===== src/rtl/periph_bus_pkg.sv =====
// Shared definitions for the peripheral bus controller.
// Holds the transfer FSM state type, the word offsets of the internal
// control registers (relative to N_SLOTS) and the BUS_STAT field layout.
package periph_bus_pkg;

    typedef enum logic [1:0] {
        IDLE = 2'd0,
        WAIT = 2'd1,
        RESP = 2'd2
    } bus_state_e;

    // Internal register word offsets above the slot range
    localparam int unsigned REG_PEND = 0;
    localparam int unsigned REG_MASK = 1;
    localparam int unsigned REG_STAT = 2;

    // BUS_STAT layout: [15:0] error count, [20:16] last errored word index
    localparam int unsigned ERR_CNT_W   = 16;
    localparam int unsigned STAT_W_BITS = 5;
    localparam logic [ERR_CNT_W-1:0] ERR_CNT_MAX = 16'hFFFF;

endpackage


===== src/rtl/periph_bus_ctrl_irq.sv =====
// Interrupt aggregation for the peripheral bus controller.
// Rising-edge detects each slot's level interrupt into IRQ_PEND, holds the
// IRQ_MASK register and drives a registered irq = |(PEND & MASK).
// Ports:
//   clk, rst_n   clock, async active-low reset
//   irq_src_i    level interrupt requests from the slots
//   pend_we_i    write strobe for IRQ_PEND (write-1-to-clear)
//   mask_we_i    write strobe for IRQ_MASK
//   wdata_i      write data for either register
//   pend_o       current IRQ_PEND
//   mask_o       current IRQ_MASK
//   irq_o        registered aggregated interrupt
module periph_irq_ctrl #(
    parameter int unsigned N_SLOTS = 8
) (
    input  logic               clk,
    input  logic               rst_n,
    input  logic [N_SLOTS-1:0] irq_src_i,
    input  logic               pend_we_i,
    input  logic               mask_we_i,
    input  logic [N_SLOTS-1:0] wdata_i,
    output logic [N_SLOTS-1:0] pend_o,
    output logic [N_SLOTS-1:0] mask_o,
    output logic               irq_o
);

    logic [N_SLOTS-1:0] src_q;
    logic [N_SLOTS-1:0] pend_q, pend_d;
    logic [N_SLOTS-1:0] mask_q, mask_d;
    logic [N_SLOTS-1:0] rise_c;
    logic               irq_q;

    // Clear-on-write is applied first so a coincident rising edge wins
    always_comb begin
        rise_c = irq_src_i & ~src_q;
        pend_d = pend_q;
        mask_d = mask_q;
        if (pend_we_i) begin
            pend_d = pend_q & ~wdata_i;
        end
        pend_d = pend_d | rise_c;
        if (mask_we_i) begin
            mask_d = wdata_i;
        end
    end

    always_ff @(posedge clk or negedge rst_n) begin
        if (!rst_n) begin
            src_q  <= '0;
            pend_q <= '0;
            mask_q <= '0;
            irq_q  <= 1'b0;
        end else begin
            src_q  <= irq_src_i;
            pend_q <= pend_d;
            mask_q <= mask_d;
            irq_q  <= |(pend_q & mask_q);
        end
    end

    assign pend_o = pend_q;
    assign mask_o = mask_q;
    assign irq_o  = irq_q;

endmodule


===== src/rtl/periph_bus_ctrl.sv =====
// Memory-mapped interconnect between the core data bus and N_SLOTS
// peripheral slots plus three internal registers (IRQ_PEND, IRQ_MASK,
// BUS_STAT) directly above the slot range.
// Optional feature macro: BUS_TIMEOUT_EN -- when defined, a slot that does
// not ack within TIMEOUT WAIT cycles completes with err=1.
// Ports:
//   clk, rst_n          clock, async active-low reset
//   A, WD, WE, RE       core request: byte address, write data, write/read
//   RD, ready, err      registered response (ready is a 1-cycle pulse)
//   busy                high from acceptance through the ready cycle
//   slv_wd              captured write data broadcast to all slots
//   slv_we, slv_re      one-hot slot strobes, held until ack
//   slv_rd, slv_ack     slot read data (32 bits per slot) and completion
//   irq_src, irq        slot interrupt levels, aggregated registered irq
module periph_bus_ctrl
    import periph_bus_pkg::*;
#(
    parameter int unsigned N_SLOTS = 8,
    parameter int unsigned AW      = 6,
    parameter int unsigned TIMEOUT = 255
) (
    input  logic                  clk,
    input  logic                  rst_n,
    input  logic [AW-1:0]         A,
    input  logic [31:0]           WD,
    input  logic                  WE,
    input  logic                  RE,
    output logic [31:0]           RD,
    output logic                  ready,
    output logic                  err,
    output logic                  busy,
    output logic [31:0]           slv_wd,
    output logic [N_SLOTS-1:0]    slv_we,
    output logic [N_SLOTS-1:0]    slv_re,
    input  logic [32*N_SLOTS-1:0] slv_rd,
    input  logic [N_SLOTS-1:0]    slv_ack,
    input  logic [N_SLOTS-1:0]    irq_src,
    output logic                  irq
);

    localparam int unsigned DW     = 32;
    localparam int unsigned WW     = AW - 2;
    localparam int unsigned W_PEND = N_SLOTS + REG_PEND;
    localparam int unsigned W_MASK = N_SLOTS + REG_MASK;
    localparam int unsigned W_STAT = N_SLOTS + REG_STAT;

    bus_state_e state_q, state_d;

    logic                   wr_q, wr_d;
    logic [N_SLOTS-1:0]     sel_q, sel_d;
    logic [WW-1:0]          w_q, w_d;
    logic [DW-1:0]          wd_q, wd_d;
    logic [DW-1:0]          rd_q, rd_d;
    logic                   ready_q, ready_d;
    logic                   err_q, err_d;
    logic                   busy_q, busy_d;
    logic [N_SLOTS-1:0]     slv_we_q, we_d;
    logic [N_SLOTS-1:0]     slv_re_q, re_d;
    logic [ERR_CNT_W-1:0]   err_cnt_q, err_cnt_d;
    logic [STAT_W_BITS-1:0] last_w_q, last_w_d;

    logic [WW-1:0]          w_c;
    logic [31:0]            w32_c;
    logic                   req_c;
    logic                   is_slot_c, is_pend_c, is_mask_c, is_stat_c;
    logic [N_SLOTS-1:0]     onehot_c;
    logic                   ack_c;
    logic [DW-1:0]          slot_rd_c;
    logic [DW-1:0]          reg_rd_c;
    logic                   pend_we_c, mask_we_c;
    logic                   log_err_c;
    logic [WW-1:0]          err_w_c;
    logic [N_SLOTS-1:0]     pend_c, mask_c;

`ifdef BUS_TIMEOUT_EN
    localparam int unsigned TW = 16;
    logic [TW-1:0] tmo_q, tmo_d;
    logic unused_bits;
    assign unused_bits = ^A[1:0];
`else
    logic unused_bits;
    assign unused_bits = ^{A[1:0], 32'(TIMEOUT)};
`endif

    // Word-index decode of the incoming address
    always_comb begin
        w_c       = A[AW-1:2];
        w32_c     = 32'(w_c);
        req_c     = WE | RE;
        is_slot_c = (w32_c < N_SLOTS);
        is_pend_c = (w32_c == W_PEND);
        is_mask_c = (w32_c == W_MASK);
        is_stat_c = (w32_c == W_STAT);
        for (int unsigned k = 0; k < N_SLOTS; k++) begin
            onehot_c[k] = (w32_c == k);
        end
    end

    // Only the captured slot's ack and read data are ever looked at
    always_comb begin
        ack_c     = |(slv_ack & sel_q);
        slot_rd_c = '0;
        for (int unsigned k = 0; k < N_SLOTS; k++) begin
            if (sel_q[k]) begin
                slot_rd_c = slot_rd_c | slv_rd[DW*k +: DW];
            end
        end
    end

    // Internal register read mux
    always_comb begin
        reg_rd_c = '0;
        if (is_pend_c) begin
            reg_rd_c = DW'(pend_c);
        end else if (is_mask_c) begin
            reg_rd_c = DW'(mask_c);
        end else if (is_stat_c) begin
            reg_rd_c = {11'd0, last_w_q, err_cnt_q};
        end
    end

    // Transfer FSM: next state and all registered outputs
    always_comb begin
        state_d   = state_q;
        wr_d      = wr_q;
        sel_d     = sel_q;
        w_d       = w_q;
        wd_d      = wd_q;
        rd_d      = rd_q;
        ready_d   = 1'b0;
        err_d     = 1'b0;
        busy_d    = busy_q;
        we_d      = slv_we_q;
        re_d      = slv_re_q;
        err_cnt_d = err_cnt_q;
        last_w_d  = last_w_q;
        pend_we_c = 1'b0;
        mask_we_c = 1'b0;
        log_err_c = 1'b0;
        err_w_c   = w_q;
`ifdef BUS_TIMEOUT_EN
        tmo_d     = tmo_q;
`endif
        case (state_q)
            IDLE: begin
                err_w_c = w_c;
                if (req_c) begin
                    // WE wins when both are presented
                    wr_d   = WE;
                    w_d    = w_c;
                    wd_d   = WD;
                    busy_d = 1'b1;
                    if (is_slot_c) begin
                        sel_d   = onehot_c;
                        we_d    = WE ? onehot_c : '0;
                        re_d    = WE ? '0 : onehot_c;
                        state_d = WAIT;
`ifdef BUS_TIMEOUT_EN
                        tmo_d   = '0;
`endif
                    end else if (is_pend_c || is_mask_c || is_stat_c) begin
                        state_d   = RESP;
                        ready_d   = 1'b1;
                        rd_d      = WE ? '0 : reg_rd_c;
                        pend_we_c = WE & is_pend_c;
                        mask_we_c = WE & is_mask_c;
                        if (WE && is_stat_c) begin
                            err_cnt_d = '0;
                            last_w_d  = '0;
                        end
                    end else begin
                        state_d   = RESP;
                        ready_d   = 1'b1;
                        err_d     = 1'b1;
                        rd_d      = '0;
                        log_err_c = 1'b1;
                    end
                end
            end
            WAIT: begin
                if (ack_c) begin
                    rd_d    = wr_q ? '0 : slot_rd_c;
                    we_d    = '0;
                    re_d    = '0;
                    state_d = RESP;
                    ready_d = 1'b1;
`ifdef BUS_TIMEOUT_EN
                // Ack in the final allowed cycle still completes cleanly
                end else if (tmo_q == TW'(TIMEOUT - 1)) begin
                    rd_d      = '0;
                    we_d      = '0;
                    re_d      = '0;
                    state_d   = RESP;
                    ready_d   = 1'b1;
                    err_d     = 1'b1;
                    log_err_c = 1'b1;
                end else begin
                    tmo_d = tmo_q + TW'(1);
`endif
                end
            end
            RESP: begin
                state_d = IDLE;
                busy_d  = 1'b0;
            end
            default: begin
                state_d = IDLE;
                busy_d  = 1'b0;
                we_d    = '0;
                re_d    = '0;
            end
        endcase

        // Error statistics: saturating count plus the offending word index
        if (log_err_c) begin
            if (err_cnt_q != ERR_CNT_MAX) begin
                err_cnt_d = err_cnt_q + ERR_CNT_W'(1);
            end
            last_w_d = STAT_W_BITS'(err_w_c);
        end
    end

    always_ff @(posedge clk or negedge rst_n) begin
        if (!rst_n) begin
            state_q   <= IDLE;
            wr_q      <= 1'b0;
            sel_q     <= '0;
            w_q       <= '0;
            wd_q      <= '0;
            rd_q      <= '0;
            ready_q   <= 1'b0;
            err_q     <= 1'b0;
            busy_q    <= 1'b0;
            slv_we_q  <= '0;
            slv_re_q  <= '0;
            err_cnt_q <= '0;
            last_w_q  <= '0;
        end else begin
            state_q   <= state_d;
            wr_q      <= wr_d;
            sel_q     <= sel_d;
            w_q       <= w_d;
            wd_q      <= wd_d;
            rd_q      <= rd_d;
            ready_q   <= ready_d;
            err_q     <= err_d;
            busy_q    <= busy_d;
            slv_we_q  <= we_d;
            slv_re_q  <= re_d;
            err_cnt_q <= err_cnt_d;
            last_w_q  <= last_w_d;
        end
    end

`ifdef BUS_TIMEOUT_EN
    always_ff @(posedge clk or negedge rst_n) begin
        if (!rst_n) begin
            tmo_q <= '0;
        end else begin
            tmo_q <= tmo_d;
        end
    end
`endif

    periph_irq_ctrl #(
        .N_SLOTS (N_SLOTS)
    ) u_irq (
        .clk       (clk),
        .rst_n     (rst_n),
        .irq_src_i (irq_src),
        .pend_we_i (pend_we_c),
        .mask_we_i (mask_we_c),
        .wdata_i   (WD[N_SLOTS-1:0]),
        .pend_o    (pend_c),
        .mask_o    (mask_c),
        .irq_o     (irq)
    );

    assign RD     = rd_q;
    assign ready  = ready_q;
    assign err    = err_q;
    assign busy   = busy_q;
    assign slv_wd = wd_q;
    assign slv_we = slv_we_q;
    assign slv_re = slv_re_q;

endmodule


===== config.mk =====
export PLATFORM = sky130hd
export DESIGN_NAME = periph_bus_ctrl
export DESIGN_NICKNAME = d
export VERILOG_FILES = /design/src/rtl/periph_bus_pkg.sv /design/src/rtl/periph_bus_ctrl_irq.sv /design/src/rtl/periph_bus_ctrl.sv
export SDC_FILE = /design/constraint.sdc
export NUM_CORES = 1
export LEC_CHECK = 0
export BUFFER_PORTS_ARGS = -buffer_cell sky130_fd_sc_hd__buf_2
export CAP_MARGIN = 40
export CORE_AREA = 2 2 153 155
export DETAILED_ROUTE_END_ITERATION = 16
export DIE_AREA = 0 0 155 157
export PLACE_DENSITY = 0.59
export SKIP_LAST_GASP = 1
export SLEW_MARGIN = 20
export SYNTH_ARGS = -nofsm -noshare
export SYNTH_HDL_FRONTEND = slang
export SYNTH_SLANG_ARGS = --single-unit

===== constraint.sdc =====
create_clock -name clk -period 2.15 [get_ports clk]
set_clock_uncertainty 0.05 [all_clocks]
set_input_delay 0.43 -clock clk [delete_from_list [all_inputs] [get_ports clk]]
set_output_delay 0.43 -clock clk [all_outputs]
set_load 0.01 [all_outputs]

==> impl_metrics.toml, run 1 <==
[clock_tree]
clockBufferDepth = 2
clkSinkCount = 139
cts_tree = "done"
cts_buffers = 17
cts.clk_slew.worst_paths_ns = 0.06
h-tree-depth = 4
cts_root_buf = "clkbuf_16"
clk_latency_ns = 0.42

[job]
cap_viol_max_count = 0

[floorplanning]
die_y_um = 157
io_pins = 398
core_um2 = 22500
dieArea_um2 = 24300
die_x_um = 155
start_util_pct = 32.8
rows = 55

[global_route]
antenna_found_initial = 14
grt_overflow = 0
grt_max_degree = 47
grt_pass1_vias = 7682
grt_pass1_wl_um = 46300
track_usage_pct = 25.2

[placement]
place_worst_setup_slack_ns = 0.00525
numPortBuffers = 395
place_congestion = 0.920
post-dp-hpwl_um = 24600

[synth]
yosys_warnings = 0
syn-num-nets = 1054
synth_top_flop_cell = "dfrtp_1"
synth_cell_type_count = 51
synth-async-reset-ratio_pct = 100
synth_edf_count = 0
syn-cell-area_um2 = 7390
synth_cells = 739
syn_avg_cell_area_um2 = 10.0
synth_seq_cells = 139
seq_area_frac_synth_pct = 47.1

[sta]
finalWorstSetupSlack_ns = 0.107
slew_violations = 0
rsz0062_at_grt = "no"
setup_tns_ns = 0
max_clock_freq_mhz = 490
fin_crit_sh_pct = 95.0
hold_violations = 0
period_needed_ns = 2.04
setup_viol = 0
slew_headroom_pct = 53.9
tightest_slew_ns = 0.686

[route]
dr.pass1.iters = 5
post_drt_wl_per_cell_um = 21.8
ant_nets = 0
wl_um = 31700
drtIter0Drc = 622
drc_errors = 0
vias = 7944
viasPerCell = 5.46

[layout]
fillers = 2193
drive_gt1_share_pct = 44.2
multi_input_area_um2 = 3550
final_nets = 1462
areaGrowthSynthToFinish_pct = 43.6
seqCellArea_um2 = 3480

[worst_setup_path]
end_kind = "flip-flop"
r2r_start = "sel_q[1]$_DFFE_PN0P_"
ff2ff_setup_slack_ns = 0.11
worstSetupStartpointType = "flip-flop"
r2r_end = "RD[2]$_DFFE_PN0P_"
critPathMaxFanout = 15
crit_type = "flip-flop to flip-flop"
crit_arrival_ns = 2.29
r2r_cells = 7
crit_required_ns = 2.40

[hold_path]
holdPathEnd = "u_irq.src_q[2]$_DFF_PN0_"
hold_depth = 1
hp-class = "input port to flip-flop"
hold_start = "irq_src[2]"

[status]
status = "finished, final reports clean"

[power_and_ir_drop]
ir_worst_vdd_uv = 661
cellLeakagePower_nw = 5.49
p_per_area_nw_per_um2 = 1090
==> what timing repair did <==
action | CTS | global route
hold buffers | 1 | 0
setup buffers | 0 | 1
resized for setup | 0 | 0
hold endpoints to repair | 42 | 0
setup endpoints to repair | 0 | 4
==> worst max path at each step <==
| stage | slack (ns) | to | cells after the start | startpoint |
|---|---|---|---|---|
| 3_5_place_dp | 0.005 | RD[29]$_DFFE_PN0P_ | 7 | slv_ack[1] |
| 4_1_cts | 0.1 | RD[29]$_DFFE_PN0P_ | 6 | sel_q[1]$_DFFE_PN0P_ |
| 2_1_floorplan | 0.31 | RD[10]$_DFFE_PN0P_ | 6 | sel_q[1]$_DFFE_PN0P_ |
| 6_report | 0.11 | RD[2]$_DFFE_PN0P_ | 7 | sel_q[1]$_DFFE_PN0P_ |
| 5_1_grt | 0.03 | err_cnt_q[5]$_DFF_PN0_ | 4 | state_q[1]$_DFFE_PN0P_ |
| 3_3_place_gp | 0.001 | RD[0]$_DFFE_PN0P_ | 7 | slv_ack[1] |
==> critical path, cell delays in order, from the launching register on <==
cell,delay (ns)
dfrtp_1,0.43
a22oi_1,0.21
nand4_1,0.20
buf_4,0.21
a22oi_2,0.11
buf_4,0.18
clkbuf_16,0.20
mux2_2,0.34
==> through the flow <==
step / power [mW] / area [µm²] / utilization, % / std cells / hold slack [ns]
final: 11.6 / 10600 / 47.2 / 1454 / 0.0855
after global routing: 12.4 / 10600 / 47.1 / 1452 / 0.0632
after CTS: 11.6 / 10600 / 46.9 / 1443 / 0.0710
after detailed placement: 8.48 / 9930 / 44.1 / 1410 / 0.347
after global placement: 8.37 / 9910 / 44.0 / 1409 / 0.344
after floorplan: 6.37 / 7390 / - / 739 / 0.0844
==> logic make-up after synthesis <==
group	after synthesis	share of synthesized area, %
fa+ha+maj	1	0.169
compound gates	224	24.1
buf+inv	90	4.89
simple gates	227	15.1
xor+xnor	1	0.119
mux	57	8.53
flops	139	47.1
==> final cells by class <==
type / count / area share [%]
antenna: 9 / 0.212
clock buffer: 18 / 4.14
clock inverter: 14 / 1.73
inverter: 30 / 1.06
multi-input combinational: 510 / 33.5
sequential: 139 / 32.8
tap: 285 / 3.36
timing repair buffer: 449 / 23.2
==> where the power goes <==
group / internal, mW / switching [mW]
Combinational: 1.97 / 2.70
Sequential: 3.37 / 0.482
Clock: 1.89 / 1.21
Total: 7.23 / 4.39
==> Yosys cell counts (all sizes together), types with 2 or more instances <==
library cell / instances / share of area, %
o31ai: 3 / 0.30
nand3: 6 / 0.41
buf: 12 / 0.91
a21oi: 3 / 0.20
dfrtp: 139 / 47
a31oi: 12 / 1.0
nor2: 17 / 0.90
a222oi: 8 / 1.1
inv: 30 / 1.5
and2: 4 / 0.34
nor3: 12 / 0.96
nand4: 27 / 2.3
nor4: 8 / 1.2
mux2i: 9 / 1.2
a221oi: 12 / 1.4
or4: 2 / 0.20
mux2: 48 / 7.3
nand2b: 14 / 1.2
a22o: 59 / 7.0
clkbuf: 48 / 2.5
nand2: 128 / 6.5
or2: 3 / 0.25
a22oi: 113 / 12
o22ai: 3 / 0.25
o2111ai: 3 / 0.44
==> layer usage <==
layer	share of wire (%)	track usage (%)
met1	43	33.1
met2	46	39.2
met3	9.0	7.76
met4	2.4	9.52
met5	0.20	0
==> layout by cell type (no fill, tap or decap), drive strengths merged, types with 2 or more instances in the layout <==
| cell type | count |
|---|---|
| o2111ai | 3 |
| dfrtp | 139 |
| nand4 | 27 |
| mux2 | 48 |
| nand2b | 14 |
| bufinv | 3 |
| and2 | 4 |
| a221oi | 12 |
| mux2i | 9 |
| o22ai | 3 |
| nor4 | 8 |
| a22oi | 113 |
| inv | 36 |
| nand3 | 6 |
| or4 | 2 |
| nand2 | 128 |
| a21oi | 3 |
| clkinv | 4 |
| or2 | 3 |
| diode | 9 |
| a222oi | 8 |
| clkbuf | 19 |
| nor2 | 17 |
| a31oi | 12 |
| a22o | 59 |
| nor3 | 12 |
| o31ai | 3 |
| buf | 447 |
Power figures use the tool's default switching activity.
==> run 2: changes to the inputs <==
- GPL_TIMING_DRIVEN: unset -> 0
==> run 2 against run 1 <==
Against the previous run:
- global-route usage grew 2.5 points
- via count grew 2.1%
- power shrank 2.8%
- flip-flop and latch count is the same
- routed wire length grew 8.9%
- setup slack lost 0.060 ns
- clock power shrank 10%
- critical path depth shrank 2
- combinational power shrank 1%
- critical path type unchanged
- critical endpoint is now RD[8]$_DFFE_PN0P_
==> impl_metrics.toml, run 2 (synthesized netlist as in run 1, its figures left out) <==
[status]
status = "finished, final reports clean"

[clock_tree]
cts_buffers = 17
cts.clk_slew.worst_paths_ns = 0.06
h-tree-depth = 4
cts_root_buf = "clkbuf_16"
clockBufferDepth = 2
clk_latency_ns = 0.43
clkSinkCount = 139
cts_tree = "done"

[global_route]
antenna_found_initial = 13
grt_max_degree = 93
track_usage_pct = 27.7
grt_pass1_vias = 7921
grt_pass1_wl_um = 49700
grt_overflow = 0

[placement]
place_worst_setup_slack_ns = -0.406
place_congestion = 0.983
post-dp-hpwl_um = 27600
numPortBuffers = 393

[layout]
layout.cells.most_common = "buf_2"
drive_gt1_share_pct = 42.1
utilization_pct = 46.4
final_nets = 1469
fillers = 2225
final_cell_mix = "buf_2, dfrtp_1, nand2_1"
areaGrowthSynthToFinish_pct = 41.2

[route]
vias = 8114
post_drt_wl_per_cell_um = 23.6
drtIter0Drc = 669
drc_errors = 0
viasPerCell = 5.54
dr.pass1.iters = 6
wl_um = 34500
ant_nets = 0

[sta]
finalWorstSetupSlack_ns = 0.0472
rsz0062_at_grt = "no"
fin_crit_sh_pct = 97.8
hold_violations = 0
max_clock_freq_mhz = 476
slew_violations = 0
setup_viol = 0
period_needed_ns = 2.10
tightest_slew_ns = 0.852
slew_headroom_pct = 42.7

[worst_setup_path]
crit_path_max_incr_delay_ns = 0.50
path_cells = "clkbuf_1 -> a22oi_1 -> nand4_1 -> a22o_1 -> mux2_1"
ff2ff_setup_slack_ns = 0.05
r2r_start = "sel_q[3]$_DFFE_PN0P_"
cp-startpoint = "sel_q[3]$_DFFE_PN0P_"
critPathSlowestCell = "dfrtp_2"
crit_required_ns = 2.39
crit_arrival_ns = 2.35
crit_family = "compound AO/OA/AOI/OAI gates"
r2r_cells = 5
crit_type = "flip-flop to flip-flop"
critPathMaxFanout = 10
cp_num_buf_inv = 1
worstSetupStartpointType = "flip-flop"
endpoint = "RD[8]$_DFFE_PN0P_"
r2r_end = "RD[8]$_DFFE_PN0P_"
end_kind = "flip-flop"
cp.depth = 5

[power_and_ir_drop]
power_frac_comb_pct = 40.8
power.switching_mw = 4.48
intPower_mw = 6.82
p_per_area_nw_per_um2 = 1080
pwr-share-clk_pct = 24.6
switching_share_pct = 39.6
cellLeakagePower_nw = 5.33
ir_worst_vdd_uv = 841
power_frac_seq_pct = 34.5

[floorplanning]
die_y_um = 157
core_um2 = 22500
die_x_um = 155
rows = 55
start_util_pct = 32.8
dieArea_um2 = 24300
io_pins = 398

[job]
cap_viol_max_count = 0

[hold_path]
hp-class = "input port to flip-flop"
## run 2: cell count changes in the layout (fill, tap and decap cells not counted), moves of 4 or more
cell	delta
a22oi_2	+6
diode_2	+4
a22oi_1	-6
buf_12	-4
buf_4	-41
clkbuf_2	+8
clkbuf_1	+36
buf_2	+8
## run 2: power by group through the flow
stage	clock network (mW)	registers, mW	logic, mW
floorplan	0	4.06	2.30
global placement	0	3.87	4.46
detailed placement	0	3.87	4.53
CTS	2.83	3.87	4.60
global route	2.97	4.00	5.02
finish	2.78	3.90	4.61
## run 2: stage by stage
step	total power [mW]	instances	setup TNS, ns	cell area [µm²]	hold WS, ns
3_3_place_gp	8.33	1417	-220.63	9720	0.404
2_1_floorplan	6.37	739	0	7390	0.0844
6_report	11.3	1464	0	10400	0.0728
4_1_cts	11.3	1453	-0.0300	10400	0.0575
5_1_grt	12.0	1459	0	10400	0.0559
3_5_place_dp	8.40	1418	-12.85	9750	0.318
## run 2: worst min-delay path by stage
| stage | startpoint | endpoint | depth (start not counted) |
|---|---|---|---|
| floorplan | rst_n | RD[0]$_DFFE_PN0P_ | 0 |
| global placement | slv_wd[4]$_DFFE_PN0P_ | slv_wd[4]$_DFFE_PN0P_ | 2 |
| detailed placement | rst_n | RD[17]$_DFFE_PN0P_ | 1 |
| CTS | irq_src[5] | u_irq.src_q[5]$_DFF_PN0_ | 1 |
| global route | irq_src[6] | u_irq.src_q[6]$_DFF_PN0_ | 1 |
| finish | irq_src[2] | u_irq.src_q[2]$_DFF_PN0_ | 1 |
## run 2: final cells by class
class | instances | area [µm²] | area share, %
Clock inverter | 12 | 118 | 1.13
Buffer | 55 | 251 | 2.41
Inverter | 30 | 113 | 1.08
Clock buffer | 19 | 433 | 4.15
Antenna cell | 13 | 32.5 | 0.312
Multi-Input combinational cell | 510 | 3590 | 34.4
Sequential cell | 139 | 3480 | 33.3
Tap cell | 285 | 357 | 3.42
Timing Repair Buffer | 401 | 2060 | 19.7
## run 2: per-layer routing
layer | track usage, % | vias to the layer above | part of all wire, %
met1 | 34.8 | 3903 | 41
met4 | 11.3 | 8 | 3.4
met5 | 0 | - | 0.14
li1 | - | 3664 | -
met3 | 8.40 | 80 | 9.1
met2 | 44.7 | 459 | 47
## run 2: repair_timing
item	CTS	global route
hold buffers	1	0
gates resized for setup	10	14
pin swaps	2	3
buffers inserted	4	2
endpoints found under the hold margin	47	0
setup endpoints to repair	44	47
